<file path="config.mk">
export PLATFORM = sky130hd
export DESIGN_NAME = tcas_scan_ctrl_flat
export DESIGN_NICKNAME = d
export VERILOG_FILES = /design/src/rtl/tcas_scan_ctrl_if.sv /design/src/rtl/tcas_scan_ctrl.sv /design/src/flat_wrapper.sv
export SDC_FILE = /design/constraint.sdc
export NUM_CORES = 1
export LEC_CHECK = 0
export BUFFER_PORTS_ARGS = -buffer_cell sky130_fd_sc_hd__buf_2
export CAP_MARGIN = 20
export CORE_MARGIN = 5
export CORE_UTILIZATION = 47
export CTS_BUF_LIST = sky130_fd_sc_hd__clkbuf_4
export CTS_CLUSTER_SIZE = 14
export DETAILED_ROUTE_END_ITERATION = 8
export GPL_TIMING_DRIVEN = 0
export PLACE_DENSITY_LB_ADDON = 0.3
export SLEW_MARGIN = 20
export SYNTH_ARGS = -nofsm -noshare
export SYNTH_HDL_FRONTEND = slang
export SYNTH_SLANG_ARGS = --single-unit
</file>
<file path="constraint.sdc">
create_clock -name clk_20 -period 2.1 [get_ports clk_20]
set_input_delay 0.105 -clock clk_20 [delete_from_list [all_inputs] [get_ports clk_20]]
set_output_delay 0.105 -clock clk_20 [all_outputs]
set_load 0.02 [all_outputs]
</file>
<file path="src/rtl/tcas_scan_ctrl_if.sv">
// Result handshake bundle of the TCAS interrogation scan controller.
// The master side presents one step result; the slave side accepts it with res_ready.
interface tcas_scan_ctrl_if;
  logic        res_valid;
  logic        res_ready;
  logic        res_ant;
  logic [2:0]  res_dir;
  logic [15:0] res_main;
  logic [15:0] res_omega;
  logic [15:0] res_omni;
  logic [8:0]  res_bearing;
  logic [15:0] res_time;

  modport master (
    output res_valid, res_ant, res_dir, res_main, res_omega, res_omni,
           res_bearing, res_time,
    input  res_ready
  );

  modport slave (
    input  res_valid, res_ant, res_dir, res_main, res_omega, res_omni,
           res_bearing, res_time,
    output res_ready
  );
endinterface

</file>
<file path="src/rtl/tcas_scan_ctrl.sv">
// TCAS interrogation scan controller: steps antenna/direction, settles, listens for
// the peak MAIN amplitude in a fixed window and reports each step over valid/ready.
module tcas_scan_ctrl #(
  parameter int unsigned SETTLE = 8,
  parameter int unsigned LISTEN = 1000,
  parameter int unsigned NDIR   = 4
) (
  input  logic                 clk_20,
  input  logic                 reset_b,
  input  logic                 start,
  input  logic                 abort,
  input  logic [15:0]          ampl_main,
  input  logic [15:0]          ampl_omega,
  input  logic [15:0]          ampl_omni,
  input  logic [8:0]           bearing,
  output logic                 ant_top_bot,
  output logic [2:0]           dir_intrg,
  output logic                 busy,
  output logic                 done,
  tcas_scan_ctrl_if.master     res
);

  typedef enum logic [1:0] {S_IDLE, S_SETTLE, S_LISTEN, S_REPORT} state_t;

  localparam logic [15:0] SETTLE_LAST = 16'(SETTLE - 1);
  localparam logic [15:0] LISTEN_LAST = 16'(LISTEN - 1);
  localparam logic [2:0]  DIR_LAST    = 3'(NDIR - 1);

  state_t      state, state_nxt;
  logic [15:0] cnt;
  logic [15:0] pk_main, pk_omega, pk_omni, pk_time;
  logic [8:0]  pk_bearing;
  logic        xfer, last_step, enter_settle;

  assign xfer         = (state == S_REPORT) && res.res_ready;
  assign last_step    = ant_top_bot && (dir_intrg == DIR_LAST);
  assign enter_settle = ((state == S_IDLE) && start && !abort) ||
                        (xfer && !last_step && !abort);

  always_ff @(posedge clk_20 or negedge reset_b) begin
    if (!reset_b) state <= S_IDLE;
    else          state <= state_nxt;
  end

  always_comb begin
    state_nxt = state;
    case (state)
      S_IDLE:   if (start && !abort) state_nxt = S_SETTLE;
      S_SETTLE: if (abort) state_nxt = S_IDLE;
                else if (cnt == SETTLE_LAST) state_nxt = S_LISTEN;
      S_LISTEN: if (abort) state_nxt = S_IDLE;
                else if (cnt == LISTEN_LAST) state_nxt = S_REPORT;
      S_REPORT: if (abort) state_nxt = S_IDLE;
                else if (res.res_ready) state_nxt = last_step ? S_IDLE : S_SETTLE;
      default:  state_nxt = S_IDLE;
    endcase
  end

  always_comb begin
    busy            = (state != S_IDLE);
    res.res_valid   = (state == S_REPORT);
    res.res_ant     = ant_top_bot;
    res.res_dir     = dir_intrg;
    res.res_main    = pk_main;
    res.res_omega   = pk_omega;
    res.res_omni    = pk_omni;
    res.res_bearing = pk_bearing;
    res.res_time    = pk_time;
  end

  // Abort wins over everything, including a transfer on the same cycle; the
  // transferred result is simply not followed by another step or by done.
  always_ff @(posedge clk_20 or negedge reset_b) begin
    if (!reset_b) begin
      cnt         <= '0;
      ant_top_bot <= 1'b0;
      dir_intrg   <= '0;
      done        <= 1'b0;
      pk_main     <= '0;
      pk_omega    <= '0;
      pk_omni     <= '0;
      pk_bearing  <= '0;
      pk_time     <= '0;
    end else begin
      done <= xfer && last_step && !abort;
      if ((state != S_IDLE) && abort) begin
        cnt         <= '0;
        ant_top_bot <= 1'b0;
        dir_intrg   <= '0;
      end else if (enter_settle) begin
        cnt        <= '0;
        pk_main    <= '0;
        pk_omega   <= '0;
        pk_omni    <= '0;
        pk_bearing <= '0;
        pk_time    <= '0;
        if (state == S_REPORT) begin
          if (dir_intrg == DIR_LAST) begin
            dir_intrg   <= '0;
            ant_top_bot <= 1'b1;
          end else begin
            dir_intrg <= dir_intrg + 3'd1;
          end
        end else begin
          ant_top_bot <= 1'b0;
          dir_intrg   <= '0;
        end
      end else begin
        case (state)
          S_SETTLE: cnt <= (cnt == SETTLE_LAST) ? '0 : cnt + 16'd1;
          S_LISTEN: begin
            cnt <= (cnt == LISTEN_LAST) ? '0 : cnt + 16'd1;
            if (ampl_main > pk_main) begin
              pk_main    <= ampl_main;
              pk_omega   <= ampl_omega;
              pk_omni    <= ampl_omni;
              pk_bearing <= bearing;
              pk_time    <= cnt;
            end
          end
          S_REPORT: if (xfer) begin
            ant_top_bot <= 1'b0;
            dir_intrg   <= '0;
          end
          default: ;
        endcase
      end
    end
  end

endmodule

</file>
<file path="src/flat_wrapper.sv">
// flat-port wrapper written by rule: the top's interface ports become plain ports
module tcas_scan_ctrl_flat 
#(
  parameter int unsigned SETTLE = 8,
  parameter int unsigned LISTEN = 1000,
  parameter int unsigned NDIR   = 4
)
  (clk_20, reset_b, start, abort, ampl_main, ampl_omega, ampl_omni, bearing, ant_top_bot, dir_intrg, busy, done, res_res_valid, res_res_ant, res_res_dir, res_res_main, res_res_omega, res_res_omni, res_res_bearing, res_res_time, res_res_ready);
  tcas_scan_ctrl_if res_i ();
  input  logic clk_20;
  input  logic reset_b;
  input  logic start;
  input  logic abort;
  input  logic [15:0] ampl_main;
  input  logic [15:0] ampl_omega;
  input  logic [15:0] ampl_omni;
  input  logic [8:0] bearing;
  output logic ant_top_bot;
  output logic [2:0] dir_intrg;
  output logic busy;
  output logic done;
  output wire logic [$bits(res_i.res_valid)-1:0] res_res_valid;
  output wire logic [$bits(res_i.res_ant)-1:0] res_res_ant;
  output wire logic [$bits(res_i.res_dir)-1:0] res_res_dir;
  output wire logic [$bits(res_i.res_main)-1:0] res_res_main;
  output wire logic [$bits(res_i.res_omega)-1:0] res_res_omega;
  output wire logic [$bits(res_i.res_omni)-1:0] res_res_omni;
  output wire logic [$bits(res_i.res_bearing)-1:0] res_res_bearing;
  output wire logic [$bits(res_i.res_time)-1:0] res_res_time;
  input wire logic [$bits(res_i.res_ready)-1:0] res_res_ready;
  assign res_res_valid = res_i.res_valid;
  assign res_res_ant = res_i.res_ant;
  assign res_res_dir = res_i.res_dir;
  assign res_res_main = res_i.res_main;
  assign res_res_omega = res_i.res_omega;
  assign res_res_omni = res_i.res_omni;
  assign res_res_bearing = res_i.res_bearing;
  assign res_res_time = res_i.res_time;
  assign res_i.res_ready = res_res_ready;
  tcas_scan_ctrl #(.SETTLE(SETTLE), .LISTEN(LISTEN), .NDIR(NDIR)) u_core (.clk_20(clk_20), .reset_b(reset_b), .start(start), .abort(abort), .ampl_main(ampl_main), .ampl_omega(ampl_omega), .ampl_omni(ampl_omni), .bearing(bearing), .ant_top_bot(ant_top_bot), .dir_intrg(dir_intrg), .busy(busy), .done(done), .res(res_i));
endmodule
</file>
* Word-level counts from Yosys, hierarchy flattened
Cells that the tools add are included.
** Operators by class
- Bitwise gates (word level) :: 1
- Reductions and logical operators :: 24
- Multiplexer cells :: 41
- Multipliers :: 0
- $add $sub $neg :: 2
- $lt $le $gt $ge :: 1
- Equality and inequality tests :: 11
- Div/mod/pow operators :: 0
- Shift operators :: 0
** Operators with widths (count)
- 16-bit two-way mux :: 16
- 16-bit case mux with 2 select lines :: 1
- 9-bit two-way mux :: 3
- 3-bit two-way mux :: 6
- 16-bit by 1-bit adder with 16-bit output, second input constant :: 1
- 16-bit by 10-bit == test with 1-bit output, second input constant :: 1
- 16-bit by 3-bit == test with 1-bit output, second input constant :: 1
- 16-bit greater-than comparator :: 1
- 2-bit two-way mux :: 7
- 1-bit logical AND :: 10
- 3-bit by 2-bit != test with 1-bit output, second input constant :: 3
- 2-bit case mux with 4 select lines :: 1
- 1-bit two-way mux :: 7
- 3-bit AND reduction :: 2
- 2-bit nonzero test :: 3
- 3-bit nonzero test :: 2
- 2-bit == test, second input constant :: 2
- 4-bit != test, second input constant :: 1
- 4-bit AND reduction :: 1
- 4-bit nonzero test :: 1
- 3-bit by 1-bit adder with 3-bit output, second input constant :: 1
- 3-bit by 2-bit == test with 1-bit output, second input constant :: 1
- 2-bit by 1-bit == test with 1-bit output, second input constant :: 1
- 1-bit zero test :: 2
- 5 further kinds :: 5
** Storage, ports and cells
- Word-level logic and storage cells :: 90
- Bits in latches :: 0
- Memory bits (writable) :: 0
- Bits in read-only memories :: 0
- Memories :: 0
- Input bits :: 62
- Register bits :: 96
- Output and inout bits :: 84

* Longest topological paths before layout
Gate-level depths: netlist (run 1).
- Word-level depth :: 8
- Depth in mapped cells :: 10
- Mapped depth without buffers :: 8

* Least setup slack after synthesis (run 1)
Ideal clock, no wire load.
- Kind :: flip-flop to flip-flop
- Start :: register u_core.pk_main[15], in the netlist u_core.res.res_main[15]
- End :: register u_core.pk_main[0], in the netlist u_core.res.res_main[0]
- Cell stages (with the launch flop) :: 10
- Clock period less this slack :: 2.484 ns
- Data required time :: 1.979 ns
- Buffers on the path :: 2
- Arrival :: 2.363 ns
- Setup slack :: -0.384 ns
- Setup time :: 0.121 ns
- Path through :: dfrtp_1 -> inv_1 -> ha_1 -> nand4_1 -> or4_1 -> o21a_1 -> nor3b_2 -> buf_6 -> buf_6 -> a22o_1
** On the way
- Longest elaborated chain between the ends :: 3
** RTL lines
- from (decl) :: RTL line tcas_scan_ctrl.sv:31 : logic [15:0] pk_main, pk_omega, pk_omni, pk_time;
- from (signal assigned) :: RTL line tcas_scan_ctrl.sv:114 : pk_main <= ampl_main;
- 16-bit greater-than comparator :: RTL line tcas_scan_ctrl.sv:113 : if (ampl_main > pk_main) begin
- 2-bit nonzero test (no source line)
- 3-bit AND reduction (no source line)
No other way between the ends.
A chain may end at the register's enable or synchronous reset.

* Worst setup path after layout (run 1)
- Start :: register u_core.pk_main[10], in the netlist u_core.res.res_main[10]
- End :: register u_core.pk_main[2], in the netlist u_core.res.res_main[2]
Same word-level chain as after synthesis.

==> reports/qor.yml, run 1 <==
layout:
  layout_commonest_cell: "buf_2"
  register_area_um2: 2419
  drive_gt1_share_pct: 40.71
  multiInputGateArea_um2: 1914
  diodes: 0
  final_cell_mix: "143 x buf_2, 83 x dfrtp_1, 73 x a22o_1"
  syn2layout_area_growth_pct: 47.47
  finalInstanceArea_um2: 6526
  finalNetCount: 698
  nFillCells: 668
clock_tree:
  clkLatencyLatePin_ns: 0.44
  cts_tree: "built"
  clock_sinks: 96
  root_buffer: "clkbuf_4"
  clockBufferDepth: 2
  cts_buffers: 9
  h-tree-depth: 3
  clk_pin_slew_ns: 0.17
synthesis:
  yosysWarningCount: 0
  yosys.area.top_type_share_pct: 54.28
  syn_area_um2: 4425
  mappedNetlistNets: 452
  synthCells: 368
  ys_types: 44
  ys_seq_elements: 96
  syn_avg_cell_area_um2: 12.03
  synth.area.top_cells: "dfrtp_1 54%, a22o_1 14%, ha_1 6.2%, buf_6 3.8%, xor2_1 2.4%"
  yosysSeqAreaShare_pct: 54.28
  synth_top_area_cell: "dfrtp_1"
sta:
  drv_slew: 0
  setup_ws_ns: -0.3812
  final_hold_viol_count: 0
  tightestPinTransition_ns: 0.5607
  min_period_over_period_pct: 118.2
  clock.fmax_ghz: 0.4030
  setup_viol: 73
  rsz0062_at_grt: "yes"
  slew_headroom_pct: 62.62
  setup_tns_ns: -25.37
  min_period_ns: 2.481
  fin_worst_skew_ns: 0.02623
power:
  vdd_drop_max_uv: 606.3
  power.switching_uw: 2773
  internal-power_uw: 4096
  p_leak_uw: 0.003332
  swShare_pct: 40.37
  comb_power_share_pct: 48.7
  seqPwrFrac_pct: 37.8
  cellPowerDensity_nw_per_um2: 1053
  pwr-share-clk_pct: 13.6
setup_path:
  path_cells: "inv_2 > ha_4 > nand4_1 > or4_4 > a21oi_4 > nand4b_1 > buf_4 > o211ai_4 > buf_6 > a22o_1"
  r2r_cells: 10
  r2r-start: "u_core.res.res_main[10]"
  worst-path-buf-inv: 3
  crit_slowest_cell: "or4_4"
  max_stage_delay_ns: 0.57
  crit_arrival_ns: 2.81
  crit_path_start_kind: "register"
  path_max_fanout: 7
  rrSetupSlack_ns: -0.38
  cp_top_family: "simple AND/OR/NAND/NOR gates"
  end_kind: "register"
  crit_required_ns: 2.42
  r2r_end: "u_core.res.res_main[2]"
  crit_type: "register to register"
drt:
  wl_met3_um: 654
  ant_nets: 0
  m1WireLength_mm: 5.578
  first_pass_iters: 4
  dr_total_vias: 3940
  routed_via_density: 5.397
  drc: 0
  postRouteWirelength_mm: 13.15
  dr_wl_met2_mm: 6.752
  avgRoutedWirePerCell_um: 18.02
  drt_iter0_drc: 172
  highest_layer: "met4"
floorplan:
  die_area_um2: 11460
  initial_core_util_pct: 48.12
  ioPinCount: 146
  core_area_um2: 9196
  fp-row-count: 35
  die_h_um: 107.0
  dieWidth_um: 107.0
global_route:
  grt_start_max_net_pins: 74
  grt_overflow_total: 0
  grt_pass1_vias: 4024
  track_usage_pct: 22.42
  antenna_found_initial: 0
  grt_pass1_wl_mm: 20.68
status:
  status: "finished, violations left"
  failed_checks: "setup timing"
run:
  cap_violations: 0
placement:
  routabilityCongestion: 0.8147
  dpl_cell_area_um2: 5355
  dpl.hpwl_mm: 7.890
  port_buffers: 144
worst_hold_path:
  worstHoldPathType: "input pin to asynchronous set/reset pin"
cell families (layout without fill, tap and decap cells):
logic type | after synthesis | after routing | share of synthesized area (%)
adder cells (fa/ha/maj) | 22 | 22 | 6.220
flip-flops | 96 | 96 | 54.28
XOR/XNOR | 13 | 13 | 2.573
AND/OR/NAND/NOR | 82 | 82 | 9.782
AO/OA/AOI/OAI | 111 | 113 | 20.53
buffers and inverters | 44 | 293 | 6.616
through the flow:
step                setup slack (ns)  hold WS (ns)  util (%)  instances  power, uW
global placement             -0.3918        0.3310     57.86        623       5184
detailed placement           -0.4454      -0.02172     58.23        624       5266
floorplan                    -0.2313       -0.1906         -        368       4374
CTS                          -0.3569       0.04300     69.13        720       6650
finish                       -0.3812       0.06212     70.97        730       6869
global route                 -0.5008       0.04559     70.97        730       7252
power groups by stage:
stage	registers (uW)	clock network (uW)	logic, uW
5_1_grt	2650	1030	3580
3_3_place_gp	2580	0	2600
4_1_cts	2560	947	3140
2_1_floorplan	3060	0	1310
3_5_place_dp	2600	0	2670
6_report	2600	931	3340
state kept, by name, summed over array words and instances, names as in the netlist:
name,cells
u_core.res.res_time,16
u_core.dir_intrg,3
u_core.res.res_bearing,9
u_core.res.res_main,16
u_core.cnt,16
u_core.res.res_omega,16
u_core.done,1
u_core.ant_top_bot,1
u_core.state,2
u_core.res.res_omni,16
layer usage:
layer / vias up / global-route usage (%)
met5: - / 0
met4: 0 / 5.571
met3: 15 / 3.191
met2: 118 / 38.78
met1: 1949 / 29.63
li1: 1858 / -
synth_stat cells (all sizes together):
cell type / number
dfrtp: 96
a22o: 73
ha: 22
inv: 21
nor2: 21
buf: 19
nand2: 18
a21oi: 15
xor2: 12
nand3: 8
nand4: 7
nand2b: 5
clkbuf: 4
o21ai: 4
a31oi: 3
and2: 3
nor4: 3
o211ai: 3
o31ai: 3
a211oi: 2
nand3b: 2
nand4b: 2
nor2b: 2
nor3b: 2
o2111a: 2
or4: 2
a21boi: 1
a21o: 1
a221oi: 1
and3: 1
and3b: 1
and4: 1
nor3: 1
nor4bb: 1
o21a: 1
o22ai: 1
o311ai: 1
or3: 1
or3b: 1
xnor2: 1
worst register-to-register path, cell delays in order (launching register included):
cell	delay (ns)
dfrtp_2	0.41
inv_2	0.05
ha_4	0.26
nand4_1	0.12
or4_4	0.57
a21oi_4	0.13
nand4b_1	0.18
buf_4	0.15
o211ai_4	0.15
buf_6	0.18
a22o_1	0.19
how the worst max path moves through the flow:
stage	from	end	cells past startpoint
6_report	u_core.res.res_main[10]	u_core.res.res_main[2]	10
5_1_grt	u_core.res.res_main[9]	u_core.res.res_main[2]	10
4_1_cts	u_core.res.res_main[9]	u_core.res.res_main[0]	10
3_5_place_dp	u_core.state[1]	u_core.res.res_omega[12]	10
3_3_place_gp	u_core.state[0]	u_core.res.res_time[3]	10
2_1_floorplan	u_core.res.res_main[9]	u_core.res.res_main[10]	9
repair_timing:
action | in CTS | in global routing
pin swaps | 8 | 17
hold buffers | 58 | 0
resized for setup | 31 | 24
buffers inserted | 16 | 7
setup endpoints to repair | 85 | 84
cloned | 7 | 3
endpoints found under the hold margin | 153 | 0
final cells by class:
type	count	share of cell area [%]
clock inverters	5	0.6327
well taps	111	2.128
repair buffers	234	24.98
multi-input cells	230	29.33
plain buffers	22	3.393
flip-flops and latches	96	37.06
clock buffers	11	1.265
inverters	21	1.208
No activity file was read; power rests on OpenSTA's default activity.
==> run 2: changes to the inputs <==
CAP_MARGIN = not set   (was 20)
CORE_UTILIZATION = 37   (was 47)
==> run 2 against run 1 <==
  * The run still ends with setup timing left
  * Global-route usage shrank 4.8 points
  * Combinational power shrank 8.4%
  * Clock power up 7.0%
  * Core utilization decreased by 17 points
  * Setup slack better by 0.041 ns
  * Hold slack worse by 0.010 ns
  * Clock skew shrank 0.0060 ns
  * Via count down 2.4%
  * Die area grew 24%
  * Fmax is 1.7% higher
  * First-iteration DRC count increased by 13%
  * Highest routed layer unchanged
==> reports/qor.yml, run 2 (synthesis gave the netlist of run 1 again) <==
drt:
  routed_via_density: 5.112  # -5.3%
  ant_nets: 0  # unchanged
  drt_iter0_drc: 195  # +13%
  drc: 0  # unchanged
  avgRoutedWirePerCell_um: 16.68  # -7.4%
  postRouteWirelength_mm: 12.55  # -4.6%
  dr_total_vias: 3844  # -2.4%
  first_pass_iters: 4  # unchanged
layout:
  drive_gt1_share_pct: 38.58  # -2.1 points
  final_cell_mix: "143 x buf_2, 84 x dfrtp_1, 73 x a22o_1"
  finalNetCount: 683  # -2.1%
  layout_commonest_cell: "buf_2"
  syn2layout_area_growth_pct: 44.27
  register_area_um2: 2417  # about the same
  nFillCells: 1007  # +51%
  multiInputGateArea_um2: 1862  # -2.7%
  final_core_util_pct: 53.83  # -17 points
  finalInstanceArea_um2: 6385  # -2.2%
sta:
  drv_slew: 0  # unchanged
  setup_tns_ns: -22.23  # +3.136 ns
  rsz0062_at_grt: "yes"
  clock.fmax_ghz: 0.4098  # +1.7%
  min_period_ns: 2.440  # -0.04075 ns
  final_hold_viol_count: 0  # unchanged
  setup_ws_ns: -0.3405  # +0.04075 ns
  tightestPinTransition_ns: 0.5202  # -0.04043 ns
  holdWs_ns: 0.05197  # -0.01014 ns
  fin_worst_skew_ns: 0.02020  # -0.006034 ns
  slew_headroom_pct: 65.32  # +2.7 points
  min_period_over_period_pct: 116.2  # -1.9 points
  setup_viol: 73  # unchanged
global_route:
  grt_start_max_net_pins: 52  # -30%
  antenna_found_initial: 0  # unchanged
  grt_overflow_total: 0  # unchanged
  track_usage_pct: 17.66  # -4.8 points
  grt_pass1_vias: 3934  # -2.2%
  grt_pass1_wl_mm: 20.13  # -2.6%
status:
  failed_checks: "setup timing"
  status: "finished, violations left"
run:
  cap_violations: 0  # unchanged
setup_path:
  r2r_cells: 10  # unchanged
  end_kind: "register"
  crit_type: "register to register"
  crit_path_start_kind: "register"
  crit_arrival_ns: 2.78  # -0.03 ns
  path_max_fanout: 10  # +3
  crit_required_ns: 2.44  # +0.02 ns
placement:
  pre_cts_ws_ns: -0.5187  # -0.07331 ns
  dpl_cell_area_um2: 5400  # +0.84%
  dpl.hpwl_mm: 8.278  # +4.9%
  port_buffers: 144  # unchanged
  routabilityCongestion: 0.8158  # +0.14%
floorplan:
  dieWidth_um: 119.4  # +12%
  core_area_um2: 11860  # +29%
  initial_core_util_pct: 37.31  # -11 points
  fp-row-count: 40  # +14%
  die_h_um: 119.4  # +12%
  die_area_um2: 14250  # +24%
  ioPinCount: 146  # unchanged
power:
  seqPwrFrac_pct: 38.9  # +1.1 points
  pwr-share-clk_pct: 15.0  # +1.4 points
  cellPowerDensity_nw_per_um2: 1040  # -1.2%
  vdd_drop_max_uv: 567.0  # -6.5%
  comb_power_share_pct: 46.1  # -2.6 points
  internal-power_uw: 4020  # -1.9%
  swShare_pct: 39.47  # -0.91 points
  power.switching_uw: 2621  # -5.5%
  p_leak_uw: 0.003254  # -2.3%
worst_hold_path:
  worstHoldPathType: "input pin to register"
  whs_path_depth: 3
clock_tree:
  clk_pin_slew_ns: 0.15  # -0.02 ns
  root_buffer: "clkbuf_4"
  clock_sinks: 96  # unchanged
  h-tree-depth: 3  # unchanged
  cts_buffers: 9  # unchanged
  clkLatencyLatePin_ns: 0.46  # +0.02 ns
  clockBufferDepth: 2  # unchanged
  cts_tree: "built"
-- run 2: cell types whose count changed in the layout (fill, tap and decap cells not counted), moves of 2 or more --
cell      previous run  this run
buf_8                2         0
ha_1                16        13
clkinv_1             0         2
o211ai_4             3         1
buf_4               24        19
ha_2                 0         2
buf_6               24        18
-- run 2: final cells by class --
cell class | instances | area share [%]
Sequential cell | 96 | 37.86
Multi-Input combinational cell | 228 | 29.16
Timing Repair Buffer | 221 | 23.38
Buffer | 22 | 3.351
Tap cell | 147 | 2.881
Inverter | 21 | 1.235
Clock buffer | 10 | 1.176
Clock inverter | 6 | 0.9210
Antenna cell | 1 | 0.03919
-- run 2: metrics by stage --
step	power, uW	std cells
after global placement	5218	659
after detailed placement	5294	660
after global routing	7080	751
after floorplan	4374	368
after CTS	6568	746
final	6641	752
-- run 2: critical path: stages, from the launching register on --
cell	delay (ns)
dfrtp_2	0.41
inv_1	0.07
ha_4	0.26
nand4_1	0.11
or4_4	0.55
a21oi_2	0.13
nand4b_1	0.17
o211ai_4	0.11
buf_12	0.17
buf_6	0.14
a22o_1	0.19
-- run 2: power by group through the flow --
stage | Combinational, uW | Sequential (uW) | Clock [uW]
floorplan | 1310 | 3060 | 0
global placement | 2620 | 2590 | 0
detailed placement | 2690 | 2600 | 0
CTS | 2960 | 2570 | 1030
global route | 3320 | 2640 | 1130
finish | 3060 | 2580 | 996
-- run 2: path summary, 6_finish.rpt --
kind                                         start                       end  slack [ns]
setup / recovery           u_core.res.res_main[10]  u_core.res.res_omega[14]       -0.34
hold / removal                       res_res_ready               u_core.done        0.05
setup reg to reg           u_core.res.res_main[10]  u_core.res.res_omega[14]       -0.34
hold reg to reg            u_core.res.res_time[11]   u_core.res.res_time[11]        0.51
max in group asynchronous                  reset_b    u_core.res.res_omni[0]        1.37
min in group asynchronous                  reset_b       u_core.dir_intrg[2]        0.11
-- run 2: timing repair --
action	in CTS	in global routing
setup buffers	12	5
gates resized for setup	17	12
hold buffers	59	0
setup endpoints to repair	84	86
cloned	0	0
pin swaps	4	5
endpoints found under the hold margin	154	0
-- run 2: metal layers --
layer	vias to the layer above	track usage, %	wire (um)	part of all wire (%)
met5	-	0	0	0
met4	0	7.874	357	2.8
met3	27	3.941	534	4.3
met2	108	28.44	6163	49
met1	1888	22.79	5489	44
li1	1821	-	-	-
